--- src/rtl/int_to_float_seq.sv ---
// int_to_float_seq: iterative 32-bit signed integer to IEEE-754 single.
// Define I2F_ROUND_NEAREST_EN for round-to-nearest-even, else truncate.
module int_to_float_seq #(
    parameter int STEP = 1
) (
    input  logic        clk,
    input  logic        rst_n,
    input  logic        in_valid,
    output logic        in_ready,
    input  logic [31:0] in_data,
    output logic        out_valid,
    input  logic        out_ready,
    output logic [31:0] out_data,
    output logic        busy
);

    typedef enum logic [1:0] {
        S_IDLE,
        S_NORM,
        S_ROUND,
        S_OUT
    } state_t;

    state_t      r_state;
    state_t      w_next;
    logic        r_alive;
    logic        r_sign;
    logic        r_zero;
    logic [31:0] r_mag;
    logic [8:0]  r_exp;
    logic [31:0] r_out;

    logic            w_take;
    logic [31:0]     w_abs;
    logic [STEP-1:0] w_top;
    logic [22:0]     w_mant;
    logic            w_inc;
    logic [23:0]     w_sum;
    logic [8:0]      w_rexp;
    logic [31:0]     w_res;
    logic            w_unused_msb;

    assign in_ready  = (r_state == S_IDLE) && r_alive;
    assign out_valid = (r_state == S_OUT);
    assign busy      = (r_state != S_IDLE);
    assign out_data  = r_out;

    assign w_take = in_valid && in_ready;
    assign w_abs  = in_data[31] ? (~in_data + 32'd1) : in_data;
    assign w_top  = r_mag[31-:STEP];
    assign w_mant = r_mag[30:8];

`ifdef I2F_ROUND_NEAREST_EN
    logic w_guard;
    logic w_sticky;
    assign w_guard  = r_mag[7];
    assign w_sticky = |r_mag[6:0];
    assign w_inc    = w_guard && (w_sticky || w_mant[0]);
`else
    assign w_inc = 1'b0;
`endif

    // A carry out of the mantissa renormalises to 1.0 x 2^(exp+1).
    assign w_sum        = {1'b0, w_mant} + {23'd0, w_inc};
    assign w_rexp       = r_exp + {8'd0, w_sum[23]};
    assign w_unused_msb = w_rexp[8];
    assign w_res        = r_zero ? 32'd0
                        : {r_sign, w_rexp[7:0], w_sum[22:0]};

    always_comb begin
        w_next = r_state;
        unique case (r_state)
            S_IDLE: begin
                // Zero skips normalisation but keeps a one-cycle latency.
                if (w_take) begin
                    w_next = (in_data == 32'd0) ? S_ROUND : S_NORM;
                end
            end
            S_NORM: begin
                if (r_mag[31]) begin
                    w_next = S_ROUND;
                end
            end
            S_ROUND: begin
                w_next = S_OUT;
            end
            S_OUT: begin
                if (out_ready) begin
                    w_next = S_IDLE;
                end
            end
            default: begin
                w_next = S_IDLE;
            end
        endcase
    end

    always_ff @(posedge clk or negedge rst_n) begin
        if (!rst_n) begin
            r_state <= S_IDLE;
            r_alive <= 1'b0;
            r_sign  <= 1'b0;
            r_zero  <= 1'b0;
            r_mag   <= 32'd0;
            r_exp   <= 9'd0;
            r_out   <= 32'd0;
        end else begin
            r_state <= w_next;
            r_alive <= 1'b1;
            unique case (r_state)
                S_IDLE: begin
                    if (w_take) begin
                        r_sign <= in_data[31];
                        r_zero <= (in_data == 32'd0);
                        r_mag  <= w_abs;
                        r_exp  <= 9'd158;
                    end
                end
                S_NORM: begin
                    if (!r_mag[31]) begin
                        if (w_top == '0) begin
                            r_mag <= r_mag << STEP;
                            r_exp <= r_exp - 9'(STEP);
                        end else begin
                            r_mag <= r_mag << 1;
                            r_exp <= r_exp - 9'd1;
                        end
                    end
                end
                S_ROUND: begin
                    r_out <= w_res;
                end
                default: begin
                end
            endcase
        end
    end

endmodule

--- config.mk ---
export PLATFORM = sky130hd
export DESIGN_NAME = int_to_float_seq
export DESIGN_NICKNAME = d
export VERILOG_FILES = /design/src/rtl/int_to_float_seq.sv
export SDC_FILE = /design/constraint.sdc
export NUM_CORES = 1
export LEC_CHECK = 0
export BUFFER_PORTS_ARGS = -buffer_cell sky130_fd_sc_hd__clkbuf_2
export CORE_MARGIN = 3
export CORE_UTILIZATION = 55
export CTS_CLUSTER_DIAMETER = 60
export DETAILED_ROUTE_END_ITERATION = 6
export HOLD_SLACK_MARGIN = 0.15
export PLACE_DENSITY = 0.78
export RECOVER_POWER = 50
export SETUP_SLACK_MARGIN = 0.2
export SYNTH_ARGS = -nofsm -noshare
export SYNTH_HDL_FRONTEND = slang
export SYNTH_SLANG_ARGS = --single-unit
--- constraint.sdc ---
create_clock -name clk -period 3.06 [get_ports clk]
set_clock_uncertainty 0.05 [all_clocks]
set_input_delay 0.306 -clock clk [delete_from_list [all_inputs] [get_ports clk]]
set_output_delay 0.306 -clock clk [all_outputs]
set_load 0.01 [all_outputs]
; ---- Word level (Yosys, flattened, before mapping)
; Index checks and enable logic that the tools add are counted.
[word_totals]
out_inout_bits = 35
wordCells = 41
in_bits = 36
register_bits = 78
[classes]
mux = 13
n_eq_ne = 7
bitwise = 1
reduce_logical = 10
n_addsub = 2
[op_table]
columns = operator, count
row1 = $mux W32, 4
row2 = $pmux W32 S2, 1
row3 = $add A32 B1 Y32 const B, 1
row4 = $logic_not A32 Y1, 1
row5 = $not A32 Y32, 1
row6 = $mux W9, 2
row7 = $pmux W9 S2, 1
row8 = $sub A9 B1 Y9 const B, 1
row9 = $mux W2, 4
row10 = $pmux W2 S4, 1
row11 = $ne A2 B2 Y1 const B, 3
row12 = $reduce_and A3 Y1, 2
row13 = $eq A2 B2 Y1 const B, 2
row14 = $reduce_and A2 Y1, 2
row15 = $reduce_bool A2 Y1, 2
row16 = $eq A2 B1 Y1 const B, 1
row17 = $logic_and A1 B1 Y1, 2
row18 = $logic_not A2 Y1, 1
row19 = $ne A2 B1 Y1 const B, 1

; ---- Depth between registers and ports, before layout
; Gate-level depths: netlist of the first run.
[logic_depth]
word_depth = 5
ltp_mapped = 8
depth_no_buf = 7

; ---- Worst setup path after synthesis of the first run
; OpenSTA, ideal clock, no wires.
[synth_path]
kind = register to register
start = reg r_state[0]
end = reg r_mag[6]
synth_period_minus_slack_ns = 2.028
arrival_time_ns = 1.859
n_path_buf = 2
path_slack_ns = 1.032
stages_incl_launch_ff = 9
required_time_ns = 2.891
setup_time_ns = 0.119
path_cell_list = dfrtp_1 -> inv_1 -> ha_1 -> a21bo_1 -> o211a_1 -> clkbuf_1 -> clkbuf_1 -> o211ai_1 -> o21a_1
[synth_between]
elab_chain_len = 5
elab_cells_between_ends = 9
cone_classes = eq/ne (3) / mux (1) / reduce/logical (5)
[synth_rtl]
columns = element, line_no
row1 = "start, declared", 24  ; state_t r_state;
row2 = "start signal, assigned", 108  ; r_state <= w_next;
row3 = $logic_not A2 Y1, "43, 110"
row4 = $logic_and A1 B1 Y1, 43  ; assign in_ready = (r_state == S_IDLE) && r_alive;
row5 = $logic_and A1 B1 Y1, 48  ; assign w_take = in_valid && in_ready;
row6 = $ne A2 B2 Y1 (no source line), -
row7 = $reduce_and A3 Y1 (no source line), -
row8 = "end signal, assigned", 115  ; r_mag <= w_abs;
row9 = "end signal, assigned", 122  ; r_mag <= r_mag << STEP;
row10 = "end signal, assigned", 125  ; r_mag <= r_mag << 1;
row11 = "end, declared", 29  ; logic [31:0] r_mag;
; Several ways; a longest one is shown, not always the timed one.
; A chain may end at the register's enable or synchronous reset.

; ---- Final worst setup path of the first run
[layout_path]
start = reg r_state[0]
end = reg r_exp[7]
[layout_between]
elab_chain_len = 5
elab_cells_between_ends = 9
cone_classes = eq/ne (3) / mux (1) / reduce/logical (5)
[layout_rtl]
columns = element, line_no
row1 = $logic_not A2 Y1, "43, 110"
row2 = $logic_and A1 B1 Y1, 43
row3 = $logic_and A1 B1 Y1, 48
row4 = $ne A2 B2 Y1 (no source line), -
row5 = $reduce_and A3 Y1 (no source line), -
row6 = "end signal, assigned", 123  ; r_exp <= r_exp - 9'(STEP);
row7 = "end signal, assigned", 126  ; r_exp <= r_exp - 9'd1;
row8 = "end, declared", 30  ; logic [8:0] r_exp;
; Several ways; a longest one is shown, not always the timed one.

==> impl_summary.md, run 1 <==
Run status
The run finished, with violations left. The checks that failed: capacitance limit, slew limit.

Clocking
The CTS H-tree depth is 3. The setup fix buffers added after clock tree synthesis is 0. The number of buffers created by CTS is 9. The count of clock tree sinks is 77. The insertion delay to the later sink of the worst-skew pair is 0.37 ns. The clock passes through at most 2 buffers. TritonCTS built the clock tree. After clock tree synthesis, the repair step resized 0 gates. Clock tree synthesis selected as its root buffer the cell sky130_fd_sc_hd__clkbuf_8. The post-cts hold buffer count is 1.

The clock slew seen by the registers of the worst setup and hold paths is 0.09 ns.

Timing
After layout, the worst path uses 83.5% of the clock period. Setup violations remaining at the end of the flow were counted as 0. The final-report max-slew violation count came to 78.

Setup slack closes at 0.505 ns. The actual slew at the worst max-slew pin is 1.90 ns. The final worst hold slack is 0.182 ns. The post-route setup TNS is 0 ns. The highest clock rate is 391 MHz. The routed design could run at a clock period as short as 2.56 ns. The total count of hold-check failures in the final report is 0. The worst slew margin relative to its limit is -26.9%.

Setup repair after global routing left no endpoint under its margin.

Logic synthesis
In the synthesized netlist the dominant register cell turns out to be sky130_fd_sc_hd__dfrtp_1. The proportion of register bits with asynchronous set or reset after synthesis is 100%. Ranked by total cell area, the synthesized netlist is headed by sky130_fd_sc_hd__dfrtp_1 (46%), sky130_fd_sc_hd__o22ai_1 (6.0%), sky130_fd_sc_hd__xor2_1 (5.5%). The simple-gate share of the synthesized area is 17.1%. Of the post-synthesis cell area, the dominant cell type holds 46.5%.

The warning count from the yosys run is 0. After synthesis, the largest family of logic cells by area is compound AO/OA/AOI/OAI gates. A synthesized cell averages 8.92 µm². The arithmetic-cell share of the synthesized area counting full adders, half adders and majority gates is 2.11%.

Counting flops with a built-in enable in the synthesized netlist gives 0. The commonest cells after synthesis are sky130_fd_sc_hd__dfrtp_1 (77), sky130_fd_sc_hd__nand2_1 (60), sky130_fd_sc_hd__inv_1 (42). The xor and xnor fraction of the mapped netlist area is 6.34%. The synthesized instance count is 465.

The post-synthesis mux area share is 0.754%. The synthesized netlist contains 48 unique library cells. The cell with the most instances after synthesis is sky130_fd_sc_hd__dfrtp_1.

The summed instance area of the synthesized netlist is 4150 µm². The area fraction in compound gates after synthesis is 20.9%. The cell taking the most area after synthesis is sky130_fd_sc_hd__dfrtp_1. After synthesis the netlist holds a flip-flop and latch count of 77. The net count of the mapped netlist is 508. The part of the Yosys area used for sequential elements is 46.5%.

Finish
The finished cells cover 4730 µm². In the final layout, the share of cells above drive strength 1 is 14.5%. The area growth from synthesis to layout is 14.0%. The share of the core filled with cells is 64.8%. The number of antenna repair diodes is 0. The net count of the finished layout is 570. The filler cells instantiated in the layout total 656.

The post-layout instance count excluding filler cells is 631.

Power
IR analysis of the VDD net gives a maximum drop of 300 µV. Of the total power, the clock network draws 38.8%. The net switching power is 0.511 mW.

The share of power burned in combinational logic is 7.1%. The total power of the final layout is 1.88 mW. The switching part of the total is 27.2%. Summed over all cells, the static leakage comes to 2.08 nW. The internal portion of the total power is 1.37 mW. Sequential cells account for 54.1% of the total power. Dividing total power by cell area gives a power density of 398 nW/µm².

Critical path
The signal on the critical path passes through inv_1, ha_1, a21bo_1, o211a_1, nand4b_1, xor2_1, nand2_1. The cell with the largest stage delay on the worst path is sky130_fd_sc_hd__o211a_1. The worst setup path is of the register to register kind. STA classifies the critical path endpoint as a register. STA puts the critical path data required time at 3.25 ns. Along the worst path, the maximum fanout reaches 27. The largest single stage delay on the critical path is 0.77 ns.

The worst path arrival time is 2.75 ns. The startpoint class of the critical path is a register.

Die
The total area inside the core boundary comes to 7290 µm². The full die area is 8620 µm². The die width is 92.8 µm. The total I/O pin count is 71. The initial utilization of the core area, before any placement, comes to 56.9%. The cell row count is 31.

In this run the vertical extent of the chip is 92.8 µm.

Drt
Dividing the detail-routed via count by the number of cells gives 5.73. The detailed router's first-iteration violation count is 223. In the routed design, unresolved DRC markers number 0.

In this run the remaining antenna-violating nets after routing total 0. Summed over all layers, the routed wires come to 10.0 mm. The final route contains 3618 vias. The first TritonRoute pass finished after 5 iterations. The detail-routed net length per standard cell is 15.9 µm.

GRT
The via count of the first global-routing pass is 3463. The number of antenna violations at the first check in global routing was 0. The total routing usage reported by global routing is 24.8%.

The leftover overflow at the end of global routing is 0. The first-pass GRT wire length is 16.7 mm. Entering global routing, the biggest net connects 78 pins.

Place
In this run the cell area measured after placement is 4580 µm². OpenSTA, run right after detailed placement, puts the worst setup slack at 0.504 ns. Summed over all nets, the half-perimeter wirelength after detailed placement is 7.01 mm.

Routability-driven placement finished with a final weighted congestion of 0.882. The post-placement cell count is 614. In this run the tool buffered the top-level ports with 70 buffer cells.

Job
The count of maximum capacitance violations is 1.

Worst hold path
The worst hold path belongs to the class input port to register.
## layer usage
metal / share of wire [%] / track usage (%)
met3: 5.8 / 5.28
met5: 0 / 0
met2: 47 / 37.4
met1: 45 / 34.5
met4: 2.5 / 10.6
## worst max-delay path, delay by kind of cell, from the launching register on
kind                       cells  cell delay (ns)
AOI/OAI and AO/OA              2             1.10
adders and majority gates      1             0.27
DFF                            1             0.42
buffers and inverters          1             0.11
and+or+nand+nor                2             0.29
xor gates and xnor gates       1             0.20
## power by group through the flow
| stage | clock (mW) | sequential, mW | combinational (mW) |
|---|---|---|---|
| final | 0.731 | 1.02 | 0.133 |
| after detailed placement | 0 | 1.04 | 0.132 |
| after global placement | 0 | 1.04 | 0.131 |
| after CTS | 0.744 | 1.02 | 0.134 |
| after floorplan | 0 | 1.04 | 0.0598 |
| after global routing | 0.795 | 1.02 | 0.148 |
## area by class of cell
class / count / area (µm²) / area share (%)
clock inverters: 7 / 57.6 / 1.22
repair buffers: 78 / 373 / 7.89
multi-input cells: 319 / 1960 / 41.5
well taps: 99 / 124 / 2.62
inverters: 42 / 158 / 3.34
flip-flops and latches: 77 / 1930 / 40.8
clock buffers: 9 / 124 / 2.62
## sequential cells by signal, summed over array words and instances (netlist names)
signal	count
out_data	32
r_alive	1
r_exp	8
r_mag	32
r_sign	1
r_state	2
r_zero	1
## worst paths after layout
check | end | cells past startpoint | slack [ns] | startpoint
min in group asynchronous | out_data[28] | 2 | 0.95 | rst_n
max in group asynchronous | out_data[14] | 2 | 0.90 | rst_n
max | r_exp[7] | 7 | 0.50 | r_state[0]
min reg2reg | r_mag[0] | 2 | 0.44 | r_mag[0]
max reg2reg | r_exp[7] | 7 | 0.50 | r_state[0]
min | r_mag[0] | 3 | 0.18 | in_data[0]
## layout by cell type (no fill, tap or decap), types with 3 or more instances in the layout
cell,n
sky130_fd_sc_hd__clkbuf_2,38
sky130_fd_sc_hd__nor3_1,4
sky130_fd_sc_hd__buf_4,7
sky130_fd_sc_hd__ha_1,6
sky130_fd_sc_hd__inv_1,42
sky130_fd_sc_hd__a22oi_1,7
sky130_fd_sc_hd__a21oi_1,26
sky130_fd_sc_hd__xor2_1,26
sky130_fd_sc_hd__nand2b_1,4
sky130_fd_sc_hd__nor3_2,3
sky130_fd_sc_hd__a31oi_1,5
sky130_fd_sc_hd__nand3_1,8
sky130_fd_sc_hd__o22ai_1,40
sky130_fd_sc_hd__clkbuf_8,9
sky130_fd_sc_hd__nand2_1,60
sky130_fd_sc_hd__o21ai_1,5
sky130_fd_sc_hd__o31ai_1,8
sky130_fd_sc_hd__xnor2_1,4
sky130_fd_sc_hd__nor4_1,9
sky130_fd_sc_hd__clkbuf_1,32
sky130_fd_sc_hd__or3_1,5
sky130_fd_sc_hd__nor2_1,22
sky130_fd_sc_hd__o211ai_1,3
sky130_fd_sc_hd__or2_2,4
sky130_fd_sc_hd__nand4b_1,3
sky130_fd_sc_hd__nor2b_1,4
sky130_fd_sc_hd__dfrtp_1,77
sky130_fd_sc_hd__and3_1,3
sky130_fd_sc_hd__o21ai_0,26
sky130_fd_sc_hd__a2bb2oi_1,4
## cells by family (layout without fill, tap and decap cells)
kind of cell	after synthesis	after routing
AOI/OAI and AO/OA	137	137
xor gates and xnor gates	30	30
adders and majority gates	7	7
buffers and inverters	69	136
DFF	77	77
muxes	3	3
other	1	1
and+or+nand+nor	141	141
No activity file was read; power rests on OpenSTA's default activity.
==> inputs of run 2 (changes only) <==
==> constraint.sdc (replaced) <==
create_clock -name clk -period 2.4 [get_ports clk]
set_clock_uncertainty 0.05 [all_clocks]
set_input_delay 0.24 -clock clk [delete_from_list [all_inputs] [get_ports clk]]
set_output_delay 0.24 -clock clk [all_outputs]
set_load 0.01 [all_outputs]
==> impl_summary.md, run 2 (synthesis results as in run 1) <==
GRT
The first-pass GRT wire length is 17.4 mm (was 16.7 mm). The total routing usage reported by global routing is 25.4% (was 24.8%). The number of antenna violations at the first check in global routing is 0 (unchanged). The leftover overflow at the end of global routing is 0 (unchanged).

The maximum number of pins on one net before global-route repair was 78 (unchanged). The via count of the first global-routing pass came to 3660 (was 3463).

Place
The global placement routability congestion was 0.872 (was 0.882). The post-placement cell count was 623 (was 614). The worst slack after detailed placement is 0.209 ns (was 0.504 ns).

The HPWL after detailed placement was 7.50 mm (was 7.01 mm). The number of I/O port buffers was 70 (unchanged).

Drt
The total wire length after detailed routing is 10.6 mm (was 10.0 mm). The detail-routed net length per standard cell came to 16.5 µm (was 15.9 µm). The total number of vias is 3717 (was 3618). The detailed router's first-iteration violation count is 228 (was 223). The ratio of routed vias to standard cells is 5.80 (was 5.73). The number of detailed-route iterations in the first pass is 5 (unchanged). The post-detailed-route DRC marker count was 0 (unchanged).

The remaining antenna violation count is 0 (unchanged).

Power
The maximum vdd drop is 349 µV (was 300 µV). The internal power of the cells is 2.05 mW (was 1.37 mW). The reported leakage power was 2.18 nW (was 2.08 nW). The proportion of power drawn by flip-flops and latches is 48.9% (was 54.1%). The total power of the final layout came to 2.65 mW (was 1.88 mW). The share of power burned in combinational logic is 6.8% (was 7.1%).

The part of the power in the clock network was 44.3% (was 38.8%). The switching part of the total was 22.7% (was 27.2%). The net switching power came to 0.604 mW (was 0.511 mW). The power density normalized to cell area came to 539 nW/µm² (was 398 nW/µm²).

Clocking
The clock slew seen by the registers of the worst setup and hold paths is 0.08 ns (was 0.09 ns). The insertion delay to the later sink of the worst-skew pair came to 0.35 ns (was 0.37 ns). The CTS H-tree depth is 3 (unchanged). The number of buffers created by CTS was 9 (unchanged).

The buffer type at the clock tree root is sky130_fd_sc_hd__clkbuf_8 (unchanged). The worst-case clock buffer depth is 2 (unchanged). The count of clock tree sinks is 77 (unchanged).

The TritonCTS clock tree was built (unchanged). The setup fix buffers added after clock tree synthesis came to 0 (unchanged).

Run status
Violated checks: capacitance limit, slew limit (unchanged). Status: complete, but fails checks (unchanged).

Critical path
The endpoint class of the critical path is a register (unchanged). The longest individual stage delay on the worst path was 0.43 ns (was 0.77 ns). The cell with the largest stage delay on the worst path was sky130_fd_sc_hd__dfrtp_1 (was sky130_fd_sc_hd__o211a_1). The startpoint class of the critical path was a register (unchanged).

The worst path arrival time came to 2.24 ns (was 2.75 ns). Cell-by-cell listing of the critical path: inv_1, ha_2, nand3_1, or2_2, or3_1, mux2_2, o211ai_1 (was inv_1, ha_1, a21bo_1, o211a_1, nand4b_1, xor2_1, nand2_1). The required time of the critical path came to 2.62 ns (was 3.25 ns). The top fanout value on the critical path is 6 (was 27). The category of the most critical setup path is register to register (unchanged).

Timing
The final-report max-slew violation count is 78 (unchanged). Setup repair after global routing missed its margin: false (unchanged). The count of final setup violators is 0 (unchanged). The highest clock rate is 494 MHz (was 391 MHz). The shortest period the worst path allows is 2.02 ns (was 2.56 ns). The minimum setup slack in the final design is 0.377 ns (was 0.505 ns). The total count of hold-check failures in the final report was 0 (unchanged).

The actual slew at the worst max-slew pin is 1.67 ns (was 1.90 ns). The worst slew margin relative to its limit came to -11.6% (was -26.9%). The share of the clock period used by the worst path is 84.3% (was 83.5%). The post-route setup TNS is 0 ns (unchanged).

Finish
The number of antenna repair diodes came to 0 (unchanged). The share of the core filled with cells is 67.5% (was 64.8%). The net count of the finished layout is 581 (was 570). The layout overhead on the synthesized area is 18.7% (was 14.0%). The post-layout instance count excluding filler cells is 641 (was 631). The fill cell total of the finished layout was 646 (was 656). The share of layout cells above drive strength 1 is 16.4% (was 14.5%). Top library cells by usage in the layout, fill and taps aside: sky130_fd_sc_hd__dfrtp_1 (77), sky130_fd_sc_hd__nand2_1 (60), sky130_fd_sc_hd__inv_1 (42) (unchanged). The most common cell after layout, fill and taps aside is sky130_fd_sc_hd__dfrtp_1 (unchanged).

Die
The full die area is 8620 µm² (unchanged). The area inside the core boundary is 7290 µm² (unchanged). The die width came to 92.8 µm (unchanged).

The cell row count is 31 (unchanged). The total I/O pin count is 71 (unchanged). The effective utilization at floorplan was 56.9% (unchanged). The die boundary height is 92.8 µm (unchanged).

Job
The count of maximum capacitance violations is 1 (unchanged).

Worst hold path
The worst min-delay path category was input port to register (unchanged).
-- run 2: cell count changes in the layout (fill, tap and decap cells not counted), moves of 2 or more --
cell,delta
sky130_fd_sc_hd__buf_4,+6
sky130_fd_sc_hd__buf_12,+3
sky130_fd_sc_hd__bufinv_16,+3
sky130_fd_sc_hd__clkinvlp_4,-2
sky130_fd_sc_hd__dlygate4sd3_1,+2
sky130_fd_sc_hd__inv_6,-2
-- run 2: area by class of cell --
class                           instances  area (µm²)  share of cell area, %
Multi-Input combinational cell        319        1980                   40.2
Sequential cell                        77        1930                   39.1
Timing Repair Buffer                   89         498                   10.1
Inverter                               42         158                   3.20
Clock buffer                            9         124                   2.52
Tap cell                               99         124                   2.52
Clock inverter                          6         113                   2.29
-- run 2: layer usage --
metal / up-vias / GRT usage (%) / share of wire, %
met1: 1776 / 35.2 / 44
met3: 14 / 4.71 / 6.4
met4: 0 / 8.18 / 1.4
met2: 147 / 40.3 / 48
li1: 1780 / - / -
met5: - / 0 / 0
-- run 2: final timing paths --
check	startpoint	end	slack, ns	cells past startpoint
max	r_state[0]	r_mag[29]	0.38	7
min	in_data[28]	r_mag[28]	0.18	3
max reg2reg	r_state[0]	r_mag[29]	0.38	7
min reg2reg	r_sign	r_sign	0.43	2
max in group asynchronous	rst_n	r_mag[28]	0.49	2
min in group asynchronous	rst_n	out_data[30]	0.83	2
-- run 2: power by group through the flow --
stage	combinational [mW]	clock, mW	sequential (mW)
2_1_floorplan	0.0762	0	1.32
6_report	0.180	1.18	1.30
3_3_place_gp	0.173	0	1.32
3_5_place_dp	0.175	0	1.32
4_1_cts	0.181	1.19	1.30
5_1_grt	0.199	1.25	1.30
-- run 2: per-stage QoR --
step / hold WS [ns] / instance area, µm²
floorplan: -0.106 / 4150
global route: 0.183 / 4920
detailed placement: 0.399 / 4680
finish: 0.180 / 4920
CTS: 0.170 / 4950
global placement: 0.397 / 4680
-- run 2: critical path: cells and delay by family, from the launching register on --
family | cells | cell delay, ns
AOI/OAI and AO/OA | 1 | 0.09
buffers and inverters | 1 | 0.13
adders and majority gates | 1 | 0.24
muxes | 1 | 0.27
DFF | 1 | 0.43
and+or+nand+nor | 3 | 0.74
-- run 2: what timing repair did --
action	4_1_cts	5_1_grt
gates resized for setup	1	5
hold endpoints to repair	79	0
setup endpoints to repair	1	8
hold buffers	3	0
==> inputs of run 3 (changes only) <==
--- a/config.mk
+++ b/config.mk
@@ -5,13 +5,14 @@
 export SDC_FILE = /design/constraint.sdc
 export NUM_CORES = 1
 export LEC_CHECK = 0
+export ABC_AREA = 1
 export BUFFER_PORTS_ARGS = -buffer_cell sky130_fd_sc_hd__clkbuf_2
 export CORE_MARGIN = 3
-export CORE_UTILIZATION = 55
+export CORE_UTILIZATION = 51
 export CTS_CLUSTER_DIAMETER = 60
 export DETAILED_ROUTE_END_ITERATION = 6
 export HOLD_SLACK_MARGIN = 0.15
-export PLACE_DENSITY = 0.78
+export PLACE_DENSITY = 0.76
 export RECOVER_POWER = 50
 export SETUP_SLACK_MARGIN = 0.2
 export SYNTH_ARGS = -nofsm -noshare
==> constraint.sdc (replaced) <==
create_clock -name clk -period 1.8 [get_ports clk]
set_clock_uncertainty 0.05 [all_clocks]
set_input_delay 0.18 -clock clk [delete_from_list [all_inputs] [get_ports clk]]
set_output_delay 0.18 -clock clk [all_outputs]
set_load 0.01 [all_outputs]
==> impl_summary.md, run 3 <==
Run status
Status: complete, no violations (was complete, but fails checks).

Place
The number of I/O port buffers is 70 (unchanged). The cell area after placement came to 4910 µm² (was 4680 µm²). The post-placement cell count is 767 (was 623). The HPWL after detailed placement came to 8.47 mm (was 7.50 mm).

The global placement routability congestion is 0.900 (was 0.872).

Die
The die width was 98.4 µm (was 92.8 µm). The area inside the core boundary is 8260 µm² (was 7290 µm²). The total I/O pin count was 71 (unchanged). The die boundary height is 98.4 µm (was 92.8 µm).

The full die area is 9680 µm² (was 8620 µm²). The effective utilization at floorplan is 52.7% (was 56.9%). The cell row count is 33 (was 31).

Timing
The highest clock rate was 590 MHz (was 494 MHz). The final-report max-slew violation count was 0 (was 78). The final worst hold slack is 0.165 ns (was 0.180 ns).

Setup repair after global routing missed its margin: true (was false). The count of final setup violators is 0 (unchanged). The shortest period the worst path allows is 1.70 ns (was 2.02 ns). The actual slew at the worst max-slew pin is 0.686 ns (was 1.67 ns). The post-route setup TNS is 0 ns (unchanged). The total count of hold-check failures in the final report is 0 (unchanged).

The worst slew margin relative to its limit came to 54.3% (was -11.6%). The share of the clock period used by the worst path came to 94.2% (was 84.3%).

Logic synthesis
Leading cell types by count after synthesis: sky130_fd_sc_hd__nand2_1 (112), sky130_fd_sc_hd__inv_1 (86), sky130_fd_sc_hd__nor2_1 (81) (was sky130_fd_sc_hd__dfrtp_1 (77), sky130_fd_sc_hd__nand2_1 (60), sky130_fd_sc_hd__inv_1 (42)). The cell with the most instances after synthesis is sky130_fd_sc_hd__nand2_1 (was sky130_fd_sc_hd__dfrtp_1). The most used flip-flop cell after synthesis is sky130_fd_sc_hd__dfrtp_1 (unchanged). Synth area leaders: sky130_fd_sc_hd__dfrtp_1 (44%), sky130_fd_sc_hd__nand2_1 (9.7%), sky130_fd_sc_hd__nand3_1 (7.8%) (was sky130_fd_sc_hd__dfrtp_1 (46%), sky130_fd_sc_hd__o22ai_1 (6.0%), sky130_fd_sc_hd__xor2_1 (5.5%)). The number of distinct library cell variants in the gate-level netlist after synthesis came to 31 (was 48).

The area fraction in compound gates after synthesis came to 15.0% (was 20.9%). The xor and xnor fraction of the mapped netlist area is 1.21% (was 6.34%). The synthesized instance count is 596 (was 465). The warning count from the yosys run is 0 (unchanged). The arithmetic-cell share of the synthesized area counting full adders, half adders and majority gates is 2.01% (was 2.11%). The cell taking the most area after synthesis is sky130_fd_sc_hd__dfrtp_1 (unchanged).

The post-synthesis mux area share is 0% (was 0.754%). The average cell area after synthesis came to 7.30 µm² (was 8.92 µm²). The proportion of register bits with asynchronous set or reset after synthesis is 100% (unchanged). The main combinational cell family by area after synthesis was simple AND/OR/NAND/NOR gates (was compound AO/OA/AOI/OAI gates). The net count of the mapped netlist is 639 (was 508). The register bit total from synthesis came to 77 (unchanged). The part of the Yosys area used for sequential elements was 44.3% (was 46.5%). The simple-gate share of the synthesized area is 27.2% (was 17.1%). The fraction of post-synthesis cell area in the top cell type by area is 44.3% (was 46.5%). The number of synthesized flops with an enable pin is 0 (unchanged). The summed instance area of the synthesized netlist is 4350 µm² (was 4150 µm²).

Clocking
The TritonCTS clock tree is built (unchanged). The buffer type at the clock tree root was sky130_fd_sc_hd__clkbuf_8 (unchanged). The CTS H-tree depth came to 3 (unchanged). The clock slew seen by the registers of the worst setup and hold paths was 0.09 ns (was 0.08 ns). The number of buffers created by CTS is 9 (unchanged). The insertion delay to the later sink of the worst-skew pair was 0.36 ns (was 0.35 ns). The worst-case clock buffer depth is 2 (unchanged). The count of clock tree sinks is 77 (unchanged).

Power
The internal power of the cells is 5.04 mW (was 2.05 mW). The power density normalized to cell area came to 1590 nW/µm² (was 539 nW/µm²). The proportion of power drawn by flip-flops and latches is 34.6% (was 48.9%). The net switching power is 3.81 mW (was 0.604 mW).

The part of the power in the clock network is 14.4% (was 44.3%). The share of power burned in combinational logic is 51.0% (was 6.8%). The switching part of the total is 43.1% (was 22.7%). The reported leakage power was 2.72 nW (was 2.18 nW). The maximum vdd drop was 627 µV (was 349 µV).

Critical path
Cell-by-cell listing of the critical path: inv_2, ha_4, nand3_4, buf_6, buf_6, nor2_4, clkinv_4, o221ai_1 (was inv_1, ha_2, nand3_1, or2_2, or3_1, mux2_2, o211ai_1). The longest individual stage delay on the worst path is 0.45 ns (was 0.43 ns). The category of cells accounting for the largest share of critical-path delay is buffers and inverters (was simple AND/OR/NAND/NOR gates). The category of the most critical setup path is register to register (unchanged). The worst path arrival time was 1.92 ns (was 2.24 ns). The endpoint class of the critical path is a register (unchanged). The cell with the largest stage delay on the worst path is sky130_fd_sc_hd__dfrtp_2 (was sky130_fd_sc_hd__dfrtp_1). The number of buffer and inverter instances along the worst setup path is 4 (was 1). The cell type with the highest occurrence count on the critical path is sky130_fd_sc_hd__buf_6.

The startpoint class of the critical path is a register (unchanged). The top fanout value on the critical path came to 5 (was 6). The required time of the critical path is 2.02 ns (was 2.62 ns).

The worst-case reg-to-reg path depth is 8 (was 7). The critical path depth is 8 (was 7).

GRT
The total routing usage reported by global routing is 24.5% (was 25.4%). The first-pass GRT wire length is 19.4 mm (was 17.4 mm). The via count of the first global-routing pass is 4095 (was 3660). The leftover overflow at the end of global routing is 0 (unchanged). The maximum number of pins on one net before global-route repair came to 34 (was 78). The number of antenna violations at the first check in global routing came to 0 (unchanged).

Finish
The layout overhead on the synthesized area is 28.1% (was 18.7%). The most common cell after layout, fill and taps aside is sky130_fd_sc_hd__nand2_1 (was sky130_fd_sc_hd__dfrtp_1). Top library cells by usage in the layout, fill and taps aside: sky130_fd_sc_hd__nand2_1 (108), sky130_fd_sc_hd__inv_1 (84), sky130_fd_sc_hd__nor2_1 (77) (was sky130_fd_sc_hd__dfrtp_1 (77), sky130_fd_sc_hd__nand2_1 (60), sky130_fd_sc_hd__inv_1 (42)). The net count of the finished layout is 756 (was 581).

The area used by multi-input combinational logic is 2120 µm² (was 1980 µm²). The post-layout instance area came to 5580 µm² (was 4920 µm²). The sequential cell area came to 1930 µm² (about the same).

The number of antenna repair diodes is 0 (unchanged). The share of the core filled with cells came to 67.5% (about the same). The fill cell total of the finished layout is 715 (was 646). The post-layout instance count excluding filler cells is 823 (was 641). The share of layout cells above drive strength 1 is 19.4% (was 16.4%).

Drt
The ratio of routed vias to standard cells is 5.35 (was 5.80). The detail-routed net length per standard cell came to 14.7 µm (was 16.5 µm). The detailed router's first-iteration violation count was 312 (was 228). The number of detailed-route iterations in the first pass is 5 (unchanged). The total wire length after detailed routing was 12.1 mm (was 10.6 mm). The post-detailed-route DRC marker count was 0 (unchanged). The remaining antenna violation count is 0 (unchanged).

The total number of vias is 4399 (was 3717).

Worst hold path
The worst hold path depth is 4 (was 3). The worst min-delay path category is input port to register (unchanged).

Job
The count of maximum capacitance violations is 0 (was 1).
==> run 3: tightest hold or removal path: cells and delay by family <==
family | cells | cell delay [ns]
AOI/OAI and AO/OA | 2 | 0.16
buffers and inverters | 1 | 0.12
and+or+nand+nor | 1 | 0.08
==> run 3: kinds of logic (layout without fill, tap and decap cells) <==
| group | after synthesis | count (layout) |
|---|---|---|
| AO/OA/AOI/OAI | 116 | 116 |
| buffers and inverters | 112 | 234 |
| AND/OR/NAND/NOR | 277 | 277 |
| XOR/XNOR | 6 | 6 |
| other | 1 | 1 |
| flip-flops | 77 | 77 |
| adder cells (fa/ha/maj) | 7 | 7 |
==> run 3: metrics by stage <==
step,power (mW),worst slack (ns)
global route,9.48,0.00614
floorplan,5.57,0.189
finish,8.85,0.104
CTS,8.52,0.183
detailed placement,6.87,-0.00417
global placement,6.67,0.0781
==> run 3: worst paths after layout <==
path | to | slack [ns] | start
worst min register to register | r_mag[1] | 0.46 | r_mag[1]
worst max-delay path | r_mag[1] | 0.10 | r_state[0]
min in group asynchronous | out_data[5] | 0.34 | rst_n
worst max register to register | r_mag[1] | 0.10 | r_state[0]
worst min-delay path | r_mag[6] | 0.16 | in_data[6]
max in group asynchronous | r_state[0] | 0.55 | rst_n
==> run 3: layout make-up <==
class,count,share of cell area [%]
multi-input cells,407,38.0
flip-flops and latches,77,34.6
repair buffers,126,15.2
inverters,91,6.33
well taps,105,2.36
clock buffers,10,2.29
clock inverters,6,1.14
repair inverters,1,0.112
==> run 3: power groups by stage <==
stage                     sequential (mW)  combinational [mW]  clock (mW)
after floorplan                      3.10                2.46           0
after global placement               3.02                3.65           0
after detailed placement             3.06                3.81           0
after CTS                            3.03                4.21        1.29
after global routing                 3.15                4.97        1.36
final                                3.06                4.52        1.27
==> run 3: routing by layer <==
| metal | routed length, µm | GRT usage [%] | up-vias | share of wire, % |
|---|---|---|---|---|
| met4 | 134 | 6.83 | 0 | 1.1 |
| met2 | 5870 | 40.0 | 165 | 48 |
| met1 | 5410 | 34.1 | 2052 | 45 |
| met3 | 723 | 3.93 | 11 | 6.0 |
| li1 | - | - | 2171 | - |
| met5 | 0 | 0 | - | 0 |
==> run 3: repair_timing <==
| item | in CTS | in global routing |
|---|---|---|
| hold buffers | 20 | 0 |
| endpoints found under the setup margin | 37 | 63 |
| pin swaps | 5 | 6 |
| gates cloned | 1 | 1 |
| resized for setup | 16 | 27 |
| setup buffers | 11 | 7 |
| hold endpoints to repair | 96 | 0 |
